### src/rtl/fir_out_requant.sv
// fir_out_requant: decimate, round/saturate and FIFO-buffer the FIR output.
// Optional feature macro: FIR_REQ_STATS_EN (adds the saturation counter port sat_count).
module fir_out_requant #(
  parameter int unsigned IN_W  = 32,
  parameter int unsigned OUT_W = 16,
  parameter int unsigned SHIFT = 15,
  parameter int unsigned DECIM = 1,
  parameter int unsigned DEPTH = 4
) (
  input  logic                     clk,
  input  logic                     rst_n,
  input  logic                     in_valid,
  input  logic [IN_W-1:0]          in_data,
  output logic                     out_valid,
  input  logic                     out_ready,
  output logic [OUT_W-1:0]         out_data,
  output logic [$clog2(DEPTH):0]   level,
  output logic                     overflow
`ifdef FIR_REQ_STATS_EN
  ,
  output logic [15:0]              sat_count
`endif
);

  localparam int unsigned AW    = $clog2(DEPTH);
  localparam int unsigned LVL_W = AW + 1;
  localparam int unsigned PH_W  = (DECIM > 1) ? $clog2(DECIM) : 1;
  localparam int unsigned XW    = IN_W + 1;

  localparam logic signed [XW-1:0] RND    = XW'(1) << (SHIFT - 1);
  localparam logic signed [XW-1:0] SAT_HI = XW'((64'd1 << (OUT_W - 1)) - 64'd1);
  localparam logic signed [XW-1:0] SAT_LO = ~SAT_HI;

  logic [PH_W-1:0]         phase;
  logic                    keep;
  logic signed [XW-1:0]    x_ext;
  logic signed [XW-1:0]    x_rnd;
  logic signed [XW-1:0]    r;
  logic                    sat_hi;
  logic                    sat_lo;
  logic [OUT_W-1:0]        q_data;

  logic                    pipe_valid;
  logic [OUT_W-1:0]        pipe_data;

  logic [OUT_W-1:0]        mem [DEPTH];
  logic [AW-1:0]           wr_ptr;
  logic [AW-1:0]           rd_ptr;
  logic [AW-1:0]           rd_ptr_nx;
  logic [LVL_W-1:0]        level_nx;
  logic [OUT_W-1:0]        head_nx;
  logic                    pop;
  logic                    full;
  logic                    wr_en;

  // Decimator keep decision and round-half-up / saturate arithmetic.
  always_comb begin
    keep   = in_valid && (phase == '0);
    x_ext  = {in_data[IN_W-1], in_data};
    x_rnd  = x_ext + RND;
    r      = x_rnd >>> SHIFT;
    sat_hi = (r > SAT_HI);
    sat_lo = (r < SAT_LO);
    if (sat_hi)      q_data = SAT_HI[OUT_W-1:0];
    else if (sat_lo) q_data = SAT_LO[OUT_W-1:0];
    else             q_data = r[OUT_W-1:0];
  end

  // Phase counter advances only on accepted input samples.
  always_ff @(posedge clk or negedge rst_n) begin
    if (!rst_n) begin
      phase <= '0;
    end else if (in_valid) begin
      phase <= (phase == PH_W'(DECIM - 1)) ? '0 : phase + PH_W'(1);
    end
  end

  // Stage 1 register: holds the requantised kept sample for one cycle.
  always_ff @(posedge clk or negedge rst_n) begin
    if (!rst_n) begin
      pipe_valid <= 1'b0;
      pipe_data  <= '0;
    end else begin
      pipe_valid <= keep;
      if (keep) pipe_data <= q_data;
    end
  end

  // FIFO control: a write into a full FIFO is allowed only alongside a pop.
  always_comb begin
    pop       = out_valid && out_ready;
    full      = (level == LVL_W'(DEPTH));
    wr_en     = pipe_valid && (!full || pop);
    rd_ptr_nx = pop ? rd_ptr + AW'(1) : rd_ptr;
    level_nx  = level + LVL_W'(wr_en) - LVL_W'(pop);
    head_nx   = out_data;
    if (level_nx != '0) begin
      head_nx = (wr_en && (wr_ptr == rd_ptr_nx)) ? pipe_data : mem[rd_ptr_nx];
    end
  end

  // FIFO storage; contents are don't-care until written.
  always_ff @(posedge clk) begin
    if (wr_en) mem[wr_ptr] <= pipe_data;
  end

  // Pointers, occupancy, registered head-of-FIFO and sticky overflow.
  always_ff @(posedge clk or negedge rst_n) begin
    if (!rst_n) begin
      wr_ptr    <= '0;
      rd_ptr    <= '0;
      level     <= '0;
      out_valid <= 1'b0;
      out_data  <= '0;
      overflow  <= 1'b0;
    end else begin
      if (wr_en) wr_ptr <= wr_ptr + AW'(1);
      rd_ptr    <= rd_ptr_nx;
      level     <= level_nx;
      out_valid <= (level_nx != '0);
      out_data  <= head_nx;
      if (pipe_valid && full && !pop) overflow <= 1'b1;
    end
  end

`ifdef FIR_REQ_STATS_EN
  // Saturating count of kept samples that clipped, dropped or not.
  always_ff @(posedge clk or negedge rst_n) begin
    if (!rst_n) begin
      sat_count <= '0;
    end else if (keep && (sat_hi || sat_lo) && (sat_count != 16'hFFFF)) begin
      sat_count <= sat_count + 16'd1;
    end
  end
`endif

endmodule

### config.mk
export PLATFORM = sky130hd
export DESIGN_NAME = fir_out_requant
export DESIGN_NICKNAME = d
export VERILOG_FILES = /design/src/rtl/fir_out_requant.sv
export SDC_FILE = /design/constraint.sdc
export NUM_CORES = 1
export LEC_CHECK = 0
export CORE_UTILIZATION = 50
export CTS_CLUSTER_DIAMETER = 150
export DETAILED_ROUTE_END_ITERATION = 8
export GPL_ROUTABILITY_DRIVEN = 0
export PLACE_DENSITY = 0.79
export SYNTH_ARGS = -nofsm -noshare
export SYNTH_HDL_FRONTEND = slang
export SYNTH_SLANG_ARGS = --single-unit
### constraint.sdc
create_clock -name clk -period 3 [get_ports clk]
set_clock_uncertainty 0.05 [all_clocks]
set_input_delay 0.3 -clock clk [delete_from_list [all_inputs] [get_ports clk]]
set_output_delay 0.3 -clock clk [all_outputs]
set_load 0.02 [all_outputs]
==> results.cfg, run 1 <==
[synth]
synth_seq_area_share_pct = 64.3
synth_area_per_cell_um2 = 15.6
synth-simple-area-share_pct = 8.68
synthAdderAreaFrac_pct = 2.33
synth-async-reset-ratio_pct = 39.6
syn_nets = 340
synth_cells = 296
syn_area_um2 = 4630
synth_flop_cell = edfxtp_1
synth_compound_area_share_pct = 10.5
synth-edff-count = 64
netlist-cell-type-count = 49
synth_top_family_by_area = compound AO/OA/AOI/OAI gates
ys_ff_latch = 106
synth_xor_area_share_pct = 3.38
ys.warnings.count = 0
muxShareOfSynthArea_pct = 8.25

[setup_path]
rrSetupSlack_ns = 0.02
reg2reg_depth = 15
worst_setup_path_start_kind = register
r2r-start = level[0]
timing.rr.end = out_data[2]
cp_max_fo = 16
critPathKind = reg2reg
worst_setup_path_end_kind = register
worstPathArrival_ns = 3.18
required_ns = 3.20

[placement]
dpl.hpwl_um = 5840
io_buffers = 42
dpl_cell_area_um2 = 5360

[layout]
n_fill_cell = 666
drive_above_1_share_pct = 24.9
syn_to_final_growth_pct = 20.7
fin_area_um2 = 5590
nNetsFinal = 405
antennaDiodeCount = 0

[clock_network]
numCtsBuffers = 9
cts_tree = yes
cts_num_sinks = 106
cts-root-buf = clkbuf_8
clkTransAtPathRegs_ns = 0.10
clk-insertion-delay-late_ns = 0.36
h-tree-depth = 3
clockBufferDepth = 2

[detailed_routing]
postRouteAntennaNets = 0
wl_per_cell_um = 18.5
wl_um = 8750
drt-vias-per-instance = 5.86
drt_pass1_iterations = 6
via_count = 2776
dr.first_iter.drc_count = 129
drc = 0

[floorplanning]
initial_core_util_pct = 52.3
dieArea_um2 = 9640
die_height_um = 98.2
floorplan.die.width_um = 98.2
core_area_um2 = 8850
ios = 57
row_count = 34

[pwr]
power_density_nw_per_um2 = 994
comb_power_share_pct = 46.0
p_sw_w = 0.00191
p_int_w = 0.00365
p_leak_nw = 2.02
vdd_ir_drop_max_mv = 0.481
power_frac_seq_pct = 39.3
clkPwrFrac_pct = 14.6
p_sw_share_pct = 34.3

[timing]
worst_pin_slew_ns = 0.989
fmax_ghz = 0.335
max_slew_margin_pct = 34.0
setup_viol = 0
rsz0062_at_grt = yes
finalCritPeriodShare_pct = 99.4
period_needed_ns = 2.98
whs_ns = 0.0428
slew_violations = 0
tns_ns = 0
hold_viol_final = 0

[worst_hold_path]
hp-class = in2async

[grt]
overflow = 0
grt_max_degree = 43
grt.total_usage_pct = 19.9
antenna_found_initial = 0
grt_pass1_wl_um = 14400
grt_pass1_vias = 2810

[flow_run]
drv_cap = 0

[status]
outcome = finished, final reports clean
==> routing by layer <==
metal	vias to the layer above	GRT usage [%]	wire [um]
met5	-	0	0
met4	0	6.54	111
met3	8	3.94	301
met2	73	33.7	4370
met1	1401	25.8	3960
li1	1294	-	-
==> placed cells by master, fill, tap and decap left out, types with 6 or more instances in the layout <==
cell	Yosys	routed
a21oi_1	12	12
a221o_1	16	16
and2_1	16	15
buf_4	3	20
clkbuf_8	0	9
clkdlybuf4s50_1	0	41
dfrtp_1	42	39
edfxtp_1	64	64
inv_1	13	10
mux4_2	16	16
nand2_1	8	8
o21ai_0	6	6
o22a_1	11	11
xnor2_1	13	11
==> power groups by stage <==
| stage | sequential, W | clock (W) | combinational, W |
|---|---|---|---|
| floorplan | 0.00235 | 0 | 0.00148 |
| global placement | 0.00219 | 0 | 0.00243 |
| detailed placement | 0.00221 | 0 | 0.00252 |
| CTS | 0.00219 | 0.000833 | 0.00253 |
| global route | 0.00223 | 0.000890 | 0.00276 |
| finish | 0.00218 | 0.000813 | 0.00256 |
==> Yosys cell counts, drive strengths merged, types with 6 or more instances <==
master | count | area, um^2
buf | 6 | 47.5
o22a | 15 | 136
nand3 | 8 | 55.1
a21oi | 12 | 60.1
dfrtp | 42 | 1050
clkbuf | 6 | 23.8
inv | 13 | 48.8
mux4 | 16 | 360
xnor2 | 13 | 114
and2 | 16 | 100
ha | 7 | 87.6
a221o | 16 | 160
nand2 | 9 | 36.3
edfxtp | 64 | 1920
o21ai | 7 | 46.3
==> layout make-up <==
class,count,area (um^2),share of cell area (%)
multi-input combinational,165,1610,28.8
clock buffer,9,124,2.22
tap,108,135,2.42
inverter,13,53.8,0.963
sequential,106,2980,53.3
clock inverter,7,61.3,1.10
timing repair buffer,66,628,11.2
==> what timing repair did <==
| item | in CTS | in global routing |
|---|---|---|
| buffers inserted | 1 | 2 |
| gates cloned | 0 | 0 |
| endpoints found under the setup margin | 16 | 16 |
| pin swaps | 2 | 22 |
| gates resized for setup | 1 | 5 |
| hold buffers | 0 | 0 |
==> worst max-delay path by stage <==
stage | depth (start not counted) | startpoint | slack [ns] | endpoint
after CTS | 16 | level[1] | 0.005 | out_data[2]
after global routing | 15 | level[0] | -0.09 | out_data[2]
final | 15 | level[0] | 0.02 | out_data[2]
after floorplan | 16 | level[1] | -0.09 | out_data[0]
after detailed placement | 17 | out_ready | -0.40 | out_data[2]
after global placement | 17 | out_ready | -0.31 | out_data[1]
==> state kept, by name, indices dropped and copies added (netlist names) <==
signal,cells
level,3
out_data,16
rd_ptr,2
pipe_data,16
mem,64
pipe_valid,1
out_valid,1
wr_ptr,2
overflow,1
==> critical path, stage by stage (launching register included) <==
cell	delay, ns
dfrtp_2	0.43
nor2_4	0.12
nand3_2	0.09
and2_4	0.16
inv_4	0.05
ha_4	0.19
inv_4	0.05
ha_4	0.11
inv_2	0.03
fa_2	0.37
xnor2_2	0.16
xnor2_2	0.15
nor3_2	0.21
o21ba_2	0.21
buf_12	0.15
a221o_1	0.33
==> per-stage QoR <==
stage / utilization [%] / total power (W) / setup WS [ns] / std cells
finish: 63.1 / 0.00555 / 0.0171 / 474
floorplan: - / 0.00383 / -0.0875 / 296
global placement: 60.5 / 0.00463 / -0.309 / 455
CTS: 62.8 / 0.00555 / 0.00521 / 472
global route: 63.1 / 0.00587 / -0.0905 / 474
detailed placement: 60.5 / 0.00473 / -0.404 / 455
==> cell families after synthesis <==
logic type	Yosys count
xor+xnor	17
flops	106
fa+ha+maj	8
buf+inv	25
simple gates	62
mux	18
compound gates	60
Note: power is estimated with default switching activity, not from simulation.
==> run 2: changes to the inputs <==
--- a/config.mk
+++ b/config.mk
@@ -5,11 +5,12 @@
 export SDC_FILE = /design/constraint.sdc
 export NUM_CORES = 1
 export LEC_CHECK = 0
-export CORE_UTILIZATION = 50
+export CORE_MARGIN = 1.5
+export CORE_UTILIZATION = 40
 export CTS_CLUSTER_DIAMETER = 150
 export DETAILED_ROUTE_END_ITERATION = 8
 export GPL_ROUTABILITY_DRIVEN = 0
-export PLACE_DENSITY = 0.79
+export PLACE_DENSITY = 0.64
 export SYNTH_ARGS = -nofsm -noshare
 export SYNTH_HDL_FRONTEND = slang
 export SYNTH_SLANG_ARGS = --single-unit
==> constraint.sdc (replaced) <==
create_clock -name clk -period 3.2 [get_ports clk]
set_clock_uncertainty 0.05 [all_clocks]
set_input_delay 0.32 -clock clk [delete_from_list [all_inputs] [get_ports clk]]
set_output_delay 0.32 -clock clk [all_outputs]
set_load 0.02 [all_outputs]
==> run 2 against run 1 <==
Effect of this change: final area is 4.0% higher; clock power is 25% higher; hold slack better by 0.049 ns; sequential share of layout area is 2.0 points lower; maximum frequency is 3.5% lower; clock-buffer cell count stayed put; largest cell class unchanged.
==> results.cfg, run 2 (synthesized netlist as in run 1, its figures left out) <==
[detailed_routing]
drt-vias-per-instance = 5.27
dr.first_iter.drc_count = 140
wl_um = 8900
via_count = 2733
drc = 0
drt_pass1_iterations = 4
postRouteAntennaNets = 0
wl_per_cell_um = 17.1

[layout]
largest-register = mem
largest_register_ffs = 64
top_regs = mem x64, out_data x16, pipe_data x16
layout_commonest_cell = edfxtp_1
fin_area_um2 = 5810
drive_above_1_share_pct = 26.6
syn_to_final_growth_pct = 25.6
nNetsFinal = 415
antennaDiodeCount = 0
mostFrequentLayoutCells = edfxtp_1, clkdlybuf4s50_1, dfrtp_1
n_fill_cell = 980

[setup_path]
worst_setup_path_start_kind = register
worst_setup_path_end_kind = register
cp_max_fo = 4
worstPathArrival_ns = 3.32
required_ns = 3.43
critPathKind = reg2reg

[pwr]
power_density_nw_per_um2 = 958
p_leak_nw = 2.13
finalPower_w = 0.00557
vdd_ir_drop_max_mv = 0.699

[placement]
io_buffers = 42
dpl_cell_area_um2 = 5380
dpl.hpwl_um = 5920

[clock_network]
cts_num_sinks = 106
cts_tree = yes
clkTransAtPathRegs_ns = 0.07
clk-insertion-delay-late_ns = 0.34
numCtsBuffers = 9
cts-root-buf = clkbuf_16
clockBufferDepth = 2
h-tree-depth = 3

[grt]
grt_pass1_vias = 2685
overflow = 0
grt_max_degree = 43
grt.total_usage_pct = 15.1
antenna_found_initial = 0
grt_pass1_wl_um = 14200

[timing]
period_needed_ns = 3.09
worst_pin_slew_ns = 0.978
fmax_ghz = 0.324
setup_viol = 0
slew_violations = 0
max_slew_margin_pct = 34.8
finalCritPeriodShare_pct = 96.6
hold_viol_final = 0

[floorplanning]
initial_core_util_pct = 40.7
floorplan.die.width_um = 111
row_count = 39
die_height_um = 111
core_area_um2 = 11400
ios = 57
dieArea_um2 = 12200

[status]
outcome = finished, final reports clean

[flow_run]
drv_cap = 0

[worst_hold_path]
hp-class = in2async
## run 2: timing repair
item,in CTS,in global routing
setup endpoints to repair,15,16
gates resized for setup,1,13
pin swaps,0,23
hold buffers,0,0
setup buffers,0,8
gates cloned,0,1
## run 2: cell type report
class,instances,area [um^2],share of cell area (%)
flip-flops and latches,106,2980,51.2
multi-input cells,165,1610,27.7
repair buffers,76,716,12.3
clock buffers,9,225,3.88
well taps,143,179,3.08
clock inverters,7,53.8,0.926
inverters,13,51.3,0.883
## run 2: worst max-delay path, cell delays in order, from the launching register on
cell	delay (ns)
dfrtp_2	0.42
nor2_4	0.12
nand3_2	0.08
and2_4	0.15
inv_4	0.06
ha_4	0.19
inv_2	0.06
ha_4	0.12
inv_2	0.03
fa_2	0.39
xnor2_2	0.16
xnor2_2	0.21
nor3_2	0.08
buf_4	0.16
nor3_4	0.38
clkbuf_16	0.22
a221o_1	0.13
## run 2: per-layer routing
| metal | vias to the layer above | part of all wire (%) | wire, um | track usage (%) |
|---|---|---|---|---|
| li1 | 1306 | - | - | - |
| met1 | 1343 | 45 | 3970 | 20.6 |
| met2 | 77 | 49 | 4330 | 24.4 |
| met3 | 7 | 5.5 | 487 | 3.02 |
| met4 | 0 | 1.2 | 108 | 5.38 |
| met5 | - | 0 | 0 | 0 |
## run 2: metrics by stage
stage | utilization [%] | instances | setup WS [ns] | TNS [ns] | hold slack [ns]
detailed placement | 47.3 | 494 | -0.409 | -6.24 | 0.427
global placement | 47.3 | 494 | -0.283 | -4.35 | 0.399
finish | 51.1 | 519 | 0.110 | 0 | 0.0913
global route | 51.1 | 519 | -0.0239 | -0.150 | 0.172
floorplan | - | 296 | 0.0210 | 0 | -0.0256
CTS | 49.8 | 510 | 0.0214 | 0 | 0.121
## run 2: worst paths after layout
kind / startpoint / to / slack (ns) / depth (start not counted)
worst max-delay path: level[1] / out_data[6] / 0.11 / 16
worst min-delay path: rst_n / out_data[6] / 0.09 / 1
worst max register to register: level[1] / out_data[6] / 0.11 / 16
worst min register to register: overflow / overflow / 0.44 / 1
max in group asynchronous: rst_n / level[0] / 2.34 / 1
min in group clk: overflow / overflow / 0.44 / 1
## run 2: where the power goes
part	leakage (nW)	total (W)	internal, W	switching (W)
Clock	0.134	0.00102	0.000534	0.000490
Combinational	0.935	0.00249	0.00136	0.00113
Sequential	1.06	0.00205	0.00186	0.000188
